[src/rtl/hazard_ctrl_p.sv]
// hazard_ctrl_p: in-order pipeline hazard controller (bypass selects, stalls, flush).
// Optional perf counters (stall_cnt/flush_cnt/ldhaz_cnt) under `define HAZARD_PERF_EN.
module hazard_ctrl_p #(
   parameter int REG_AW    = 5,
   parameter int FWD_DEPTH = 2,
   parameter int SEL_W     = 2
) (
   input  logic              clk,
   input  logic              rst,
   input  logic              is_j,
   input  logic              is_b,
   input  logic              is_load,
   input  logic              is_md,
   input  logic              dst_en,
   input  logic [REG_AW-1:0] r_dst,
   input  logic [REG_AW-1:0] r_src1,
   input  logic [REG_AW-1:0] r_src2,
   input  logic              pre_taken,
   input  logic              real_taken,
   input  logic              md_fin,
   input  logic              f_cmiss,
   input  logic              f_arrival,
   input  logic              m_cmiss,
   input  logic              m_arrival,
   output logic [SEL_W-1:0]  src1_sel,
   output logic [SEL_W-1:0]  src2_sel,
   output logic              fd_st,
   output logic              de_st,
   output logic              em_st,
   output logic              flush,
   output logic              ptnt
`ifdef HAZARD_PERF_EN
   ,
   output logic [31:0]       stall_cnt,
   output logic [31:0]       flush_cnt,
   output logic [31:0]       ldhaz_cnt
`endif
);
   typedef enum logic {IDLE, BUSY} md_state_e;
   md_state_e md_state_q, md_state_d;
   logic [FWD_DEPTH-1:0]             vld_q, vld_d, ld_q, ld_d;
   logic [FWD_DEPTH-1:0][REG_AW-1:0] addr_q, addr_d;
   logic ic_keep_q, ic_keep_d, dc_keep_q, dc_keep_d;
   logic jpend_q, jpend_d, bpend_q, bpend_d, bpred_q, bpred_d;
   logic ic_st, dc_st, md_st, ldhaz, capture, bubble;
   // Scan oldest to youngest so the youngest matching entry overrides.
   always_comb begin
      src1_sel = '0;
      src2_sel = '0;
      for (int k = FWD_DEPTH - 1; k >= 0; k--) begin
         if (vld_q[k] && addr_q[k] == r_src1 && r_src1 != '0) src1_sel = SEL_W'(k + 1);
         if (vld_q[k] && addr_q[k] == r_src2 && r_src2 != '0) src2_sel = SEL_W'(k + 1);
      end
   end
   assign ldhaz   = vld_q[0] & ld_q[0] & ((addr_q[0] == r_src1 && r_src1 != '0) |
                                          (addr_q[0] == r_src2 && r_src2 != '0));
   assign ic_st   = ~f_arrival & (f_cmiss | ic_keep_q);
   assign dc_st   = ~m_arrival & (m_cmiss | dc_keep_q);
   assign md_st   = (md_state_q == IDLE) ? (is_md & ~flush) : ~md_fin;
   assign fd_st   = md_st | ic_st | dc_st | ldhaz;
   assign de_st   = ldhaz | dc_st;
   assign em_st   = dc_st;
   assign flush   = jpend_q | (bpend_q & (bpred_q ^ real_taken));
   assign ptnt    = bpend_q & bpred_q & ~real_taken;
   assign capture = ~flush & ~de_st;
   assign bubble  = de_st | flush;
   always_comb begin
      ic_keep_d  = f_cmiss | (ic_keep_q & ~f_arrival);
      dc_keep_d  = m_cmiss | (dc_keep_q & ~m_arrival);
      md_state_d = (md_state_q == IDLE) ? ((is_md & capture) ? BUSY : IDLE) : (md_fin ? IDLE : BUSY);
      jpend_d    = em_st ? jpend_q : capture & is_j;
      bpend_d    = em_st ? bpend_q : capture & ~is_j & is_b;
      bpred_d    = em_st ? bpred_q : capture & ~is_j & is_b & pre_taken;
      vld_d      = vld_q;
      ld_d       = ld_q;
      addr_d     = addr_q;
      if (!em_st) begin
         for (int k = 1; k < FWD_DEPTH; k++) begin
            vld_d[k]  = vld_q[k-1];
            ld_d[k]   = ld_q[k-1];
            addr_d[k] = addr_q[k-1];
         end
         vld_d[0]  = ~bubble & dst_en & (r_dst != '0);
         ld_d[0]   = ~bubble & is_load;
         addr_d[0] = bubble ? '0 : r_dst;
      end
   end
   always_ff @(posedge clk or posedge rst) begin
      if (rst) begin
         md_state_q <= IDLE;
         vld_q      <= '0;
         ld_q       <= '0;
         addr_q     <= '0;
         ic_keep_q  <= 1'b0;
         dc_keep_q  <= 1'b0;
         jpend_q    <= 1'b0;
         bpend_q    <= 1'b0;
         bpred_q    <= 1'b0;
      end else begin
         md_state_q <= md_state_d;
         vld_q      <= vld_d;
         ld_q       <= ld_d;
         addr_q     <= addr_d;
         ic_keep_q  <= ic_keep_d;
         dc_keep_q  <= dc_keep_d;
         jpend_q    <= jpend_d;
         bpend_q    <= bpend_d;
         bpred_q    <= bpred_d;
      end
   end
`ifdef HAZARD_PERF_EN
   logic [31:0] stall_cnt_q, stall_cnt_d, flush_cnt_q, flush_cnt_d, ldhaz_cnt_q, ldhaz_cnt_d;
   always_comb begin
      stall_cnt_d = stall_cnt_q + 32'(fd_st);
      flush_cnt_d = flush_cnt_q + 32'(flush);
      ldhaz_cnt_d = ldhaz_cnt_q + 32'(ldhaz);
   end
   always_ff @(posedge clk or posedge rst) begin
      if (rst) begin
         stall_cnt_q <= '0;
         flush_cnt_q <= '0;
         ldhaz_cnt_q <= '0;
      end else begin
         stall_cnt_q <= stall_cnt_d;
         flush_cnt_q <= flush_cnt_d;
         ldhaz_cnt_q <= ldhaz_cnt_d;
      end
   end
   assign stall_cnt = stall_cnt_q;
   assign flush_cnt = flush_cnt_q;
   assign ldhaz_cnt = ldhaz_cnt_q;
`endif
endmodule

[config.mk]
export PLATFORM = sky130hd
export DESIGN_NAME = hazard_ctrl_p
export DESIGN_NICKNAME = d
export VERILOG_FILES = /design/src/rtl/hazard_ctrl_p.sv
export SDC_FILE = /design/constraint.sdc
export NUM_CORES = 1
export LEC_CHECK = 0
export ABC_AREA = 0
export CAP_MARGIN = 15
export CORE_MARGIN = 3
export CORE_UTILIZATION = 45
export CTS_CLUSTER_SIZE = 25
export DETAILED_ROUTE_END_ITERATION = 10
export PLACE_DENSITY_LB_ADDON = 0.1
export SLEW_MARGIN = 25
export SYNTH_ARGS = -nofsm -noshare
export SYNTH_HDL_FRONTEND = slang
export SYNTH_SLANG_ARGS = --single-unit
[constraint.sdc]
create_clock -name clk -period 2.4 [get_ports clk]
set_input_delay 0.36 -clock clk [delete_from_list [all_inputs] [get_ports clk]]
set_output_delay 0.36 -clock clk [all_outputs]
set_load 0.02 [all_outputs]
## Yosys cells after proc, flatten, opt, wreduce, memory -nomap -nowiden

Cells that the tools add are included.

- Register bits: 19
- Latch bits: 0
- Memory bits (writable): 0
- Bits in read-only memories: 0
- Bits of input ports: 29
- Output and inout bits: 9
- Word-level logic and storage cells: 75
- Memories kept: 0

- Add/sub/neg operators: 0
- $mul: 0
- Div/mod/pow operators: 0
- Order comparisons: 0
- Equality and inequality tests: 4
- Shift-type cells: 0
- Mux-type cells: 9
- Bitwise gates (word level): 39
- Reduce and logical (&&, ||, !) cells: 13

Operators with widths:

| kind | number |
|---|---|
| == test 5 bit | 4 |
| bitwise AND 1 bit | 19 |
| nonzero test 5 bit | 3 |
| bitwise OR 1 bit | 11 |
| logical AND 1 bit | 10 |
| 2-to-1 mux 2 bit | 4 |
| NOT 1 bit | 8 |
| 2-to-1 mux 5 bit | 1 |
| 2-to-1 mux 1 bit | 4 |
| XOR 1 bit | 1 |

## Logic depth before layout (Yosys ltp)

Gate-level depths: netlist of run 1.

- Depth after elaboration: 10
- Mapped depth: 5

## Worst setup path before layout of run 1

OpenSTA, ideal clock, no wires.

- Path kind: input to output
- Start: input r_src1[2]
- End: output fd_st
- Arrival: 1817 ps
- Slack: 223 ps
- Stages on the path: 4
- Path through: or4_4 > o211ai_2 > o32ai_1 > or4b_1

- Cells in the longest elaborated chain, start to end: 5
- Elaborated cells between the ends (all ways): 6
- Those cells by class: eq/ne (1); bitwise (3); reduce/logical (2)

Ends and longest elaborated chain:

| what | line | source |
|---|---|---|
| from (decl) | 16 | `input logic [REG_AW-1:0] r_src1,` |
| == test 5 bit / nonzero test 5 bit (equally long branches) | 55 | `assign ldhaz = vld_q[0] & ld_q[0] & ((addr_q[0] == r_src1 && r_src1 != '0) \|` |
| logical AND 1 bit * | 55 |  |
| bitwise OR 1 bit * | 55 |  |
| bitwise AND 1 bit * | 55 |  |
| bitwise OR 1 bit * | 60 | `assign fd_st = md_st \| ic_st \| dc_st \| ldhaz;` |
| to (decl) | 27 | `output logic fd_st,` |

Every way passes the cells marked *; elsewhere a longest branch is shown, timed or not.

## Worst setup path in the final report of run 1

- Start: input r_src1[4]
- End: output fd_st

The elaborated chain is that of the path after synthesis.

==> results of run 1 <==
## flip-flops by register name, indices dropped and copies added, names as in the netlist
| register | cells |
|---|---|
| addr_q | 10 |
| bpend_q | 1 |
| bpred_q | 1 |
| dc_keep_q | 1 |
| ic_keep_q | 1 |
| jpend_q | 1 |
| ld_q | 1 |
| md_state_q | 1 |
| vld_q | 2 |
## metal layers
metal / track usage, % / routed length [um] / up-vias
met5: 0 / 0 / -
met2: 33.9 / 1420 / 28
met3: 3.02 / 136 / 2
li1: - / - / 540
met1: 24.3 / 1320 / 501
met4: 5.08 / 17 / 0
## area by class of cell
type | count | area (sq um)
multi-input cells | 91 | 667
repair buffers | 57 | 488
fillers | 178 | 591
well taps | 28 | 35.0
flip-flops and latches | 19 | 475
inverters | 4 | 15.0
clock buffers | 4 | 26.3
## placed cells by master, fill, tap and decap left out, drive strengths merged, types with 3 or more instances in the layout
cell type / count
clkdlybuf4s50: 23
mux2: 6
nand2: 19
inv: 4
or4: 3
dlygate4sd2: 4
nor2: 6
o211ai: 4
xnor2: 20
clkbuf: 7
o31ai: 10
buf: 25
dfrtp: 19
## logic make-up after synthesis
family / count (synthesis) / synth area share (%)
simple gates: 41 / 18.2
flops: 19 / 41.9
mux: 6 / 5.95
xor+xnor: 21 / 16.2
buf+inv: 8 / 2.64
compound gates: 23 / 15.2
## stage by stage
| step | instance area (sq um) | total power (W) | cells |
|---|---|---|---|
| floorplan | 1140 | 0.000597 | 118 |
| global placement | 1670 | 0.000739 | 198 |
| detailed placement | 1670 | 0.000752 | 198 |
| CTS | 1690 | 0.000906 | 203 |
| global route | 1710 | 0.000965 | 203 |
| finish | 1710 | 0.000909 | 203 |
## worst register-to-register path: stages, from the launching register on
cell and delay (ns):
dfrtp_1 0.46, xnor2_1 0.20, nand3_1 0.19, o32ai_4 0.32, buf_4 0.16, buf_4 0.17, o41ai_1 0.09
## repair_timing
item	in CTS	in global routing
pin swaps	7	7
buffers inserted	1	0
setup endpoints to repair	6	4
resized for setup	36	10
## worst max path at each step
stage / cells after the start / start / slack (ns) / endpoint
after floorplan: 4 / r_src1[2] / 0.22 / fd_st
after global placement: 6 / r_src2[1] / -0.67 / fd_st
after detailed placement: 6 / r_src1[2] / -0.70 / fd_st
after CTS: 6 / r_src1[3] / 0.003 / fd_st
after global routing: 6 / r_src1[4] / -0.06 / fd_st
final: 6 / r_src1[4] / 0.002 / fd_st
## power by group through the flow
stage | sequential [W] | combinational [W] | clock [W]
finish | 0.000424 | 0.000330 | 0.000155
global route | 0.000432 | 0.000361 | 0.000173
CTS | 0.000423 | 0.000321 | 0.000162
detailed placement | 0.000430 | 0.000322 | 0
global placement | 0.000427 | 0.000312 | 0
floorplan | 0.000415 | 0.000182 | 0
==> results_dict.tcl, run 1 <==
set metrics [dict create \
    arrival_ns 2.04 \
    std_cell_rows 17 \
    synth_top_area_share_pct 41.9 \
    postCtsHoldBufs 0 \
    drt_first_pass_iters 4 \
    worstRegToRegCells 6 \
    period_needed_ns 2.40 \
    nets 205 \
    status "complete, no violations" \
    initialDrtViolationCount 20 \
    yosysTopAreaCell "dfrtp_1" \
    synth-edff-count 0 \
    syn_avg_cell_area_sq_um 9.63 \
    worst_pin_slew_ns 0.688 \
    yosys_most_used_dff "dfrtp_1" \
    seqPwrFrac_pct 46.6 \
    clock_sinks 19 \
    ys_types 28 \
    hold_violations 0 \
    setup.worst_path.start_class "input port" \
    numPortBuffers 37 \
    ant_nets 0 \
    vias_per_cell 5.28 \
    drcViolationCount 0 \
    die_area_sq_um 3160 \
    ys_seq_area_share_pct 41.9 \
    synthTopCellsByCount "xnor2_1 (20), dfrtp_1 (19), nand2_1 (19)" \
    cts-root-buf "clkbuf_4" \
    wire_per_inst_um 14.3 \
    synth-seq-cells 19 \
    vdd_drop_max_mv 0.368 \
    antenna_found_initial 0 \
    p_comb_share_pct 36.3 \
    async_flop_share_pct 100 \
    r2r-start "addr_q[2]" \
    cp_top_family "simple AND/OR/NAND/NOR gates" \
    path_buf_inv 2 \
    cts_buffers 3 \
    yosysWarnings 0 \
    slew_headroom_pct 54.1 \
    pre_cts_ws_ns -0.703 \
    synth_most_common_cell "xnor2_1" \
    grt_max_degree 20 \
    synth_fp_nets 147 \
    finalSetupTns_ns 0 \
    clk_latency_ns 0.29 \
    maxCapViolCount 0 \
    crit_slowest_cell "or4_4" \
    cts.clk_slew.worst_paths_ns 0.11 \
    grtUsageTotal_pct 19.3 \
    fin_hold_ws_ns 0.466 \
    cts_max_level 1 \
    power_frac_clock_pct 17.0 \
    syn_inst 118 \
    place_congestion 0.767 \
    ios 38 \
    diodes 0 \
    setup_viol 0 \
    grt_pass1_wl_um 4820 \
    syn_to_final_growth_pct 50.2 \
    power.density_nw_per_um2 533 \
    power.switching_w 0.000288 \
    synthesis.area_sq_um 1140 \
    endpoint_kind "output pin" \
    fin_crit_sh_pct 99.9 \
    r2r_end "vld_q[0]" \
    path_cells "clkdlybuf4s15_1 -> or4_4 -> o211ai_4 -> o32ai_4 -> or4b_1 -> buf_6" \
    fmax_mhz 417 \
    cts_tree "built" \
    clk_path_buf_depth 2 \
    rsz0062_at_grt "yes" \
    hold_class "input port to async pin" \
    crit_required_ns 2.04 \
    sw_frac_of_total_pct 31.7 \
    path_class "input port to output pin" \
    crit_fanout 2 \
    p_int_w 0.000621 \
    core_region_area_sq_um 2300 \
    chipHeight_um 56.2 \
    finalClockSkew_ns 0.0120 \
    setup_slack_ns 0.00181 \
    post-route-util_pct 74.3 \
    fp.dieW_um 56.2 \
    drv_slew 0 \
    critPathMaxStageDelay_ns 0.51 \
    post-dp-hpwl_um 2310 \
    initial_core_util_pct 49.5 \
    via_count 1071 \
    grt-ovfl-total 0 \
    drive_gt1_share_pct 24.6 \
    synth_area_leaders "dfrtp_1 (42%), xnor2_1 (15%), o31ai_1 (6.6%), nand2_1 (6.3%), mux2_2 (5.9%)" \
    grt_pass1_vias 1100 \
    drt-total-wl_um 2890 \
    rrSetupSlack_ns 0.71 \
    leakagePower_nw 0.731 \
]
(Power assumes the default switching activity.)
==> run 2: changes to the inputs <==
- ABC_AREA: 0 -> default
==> results of run 2 <==
The final DEF is identical to that of run 1; final timing and power are the same.
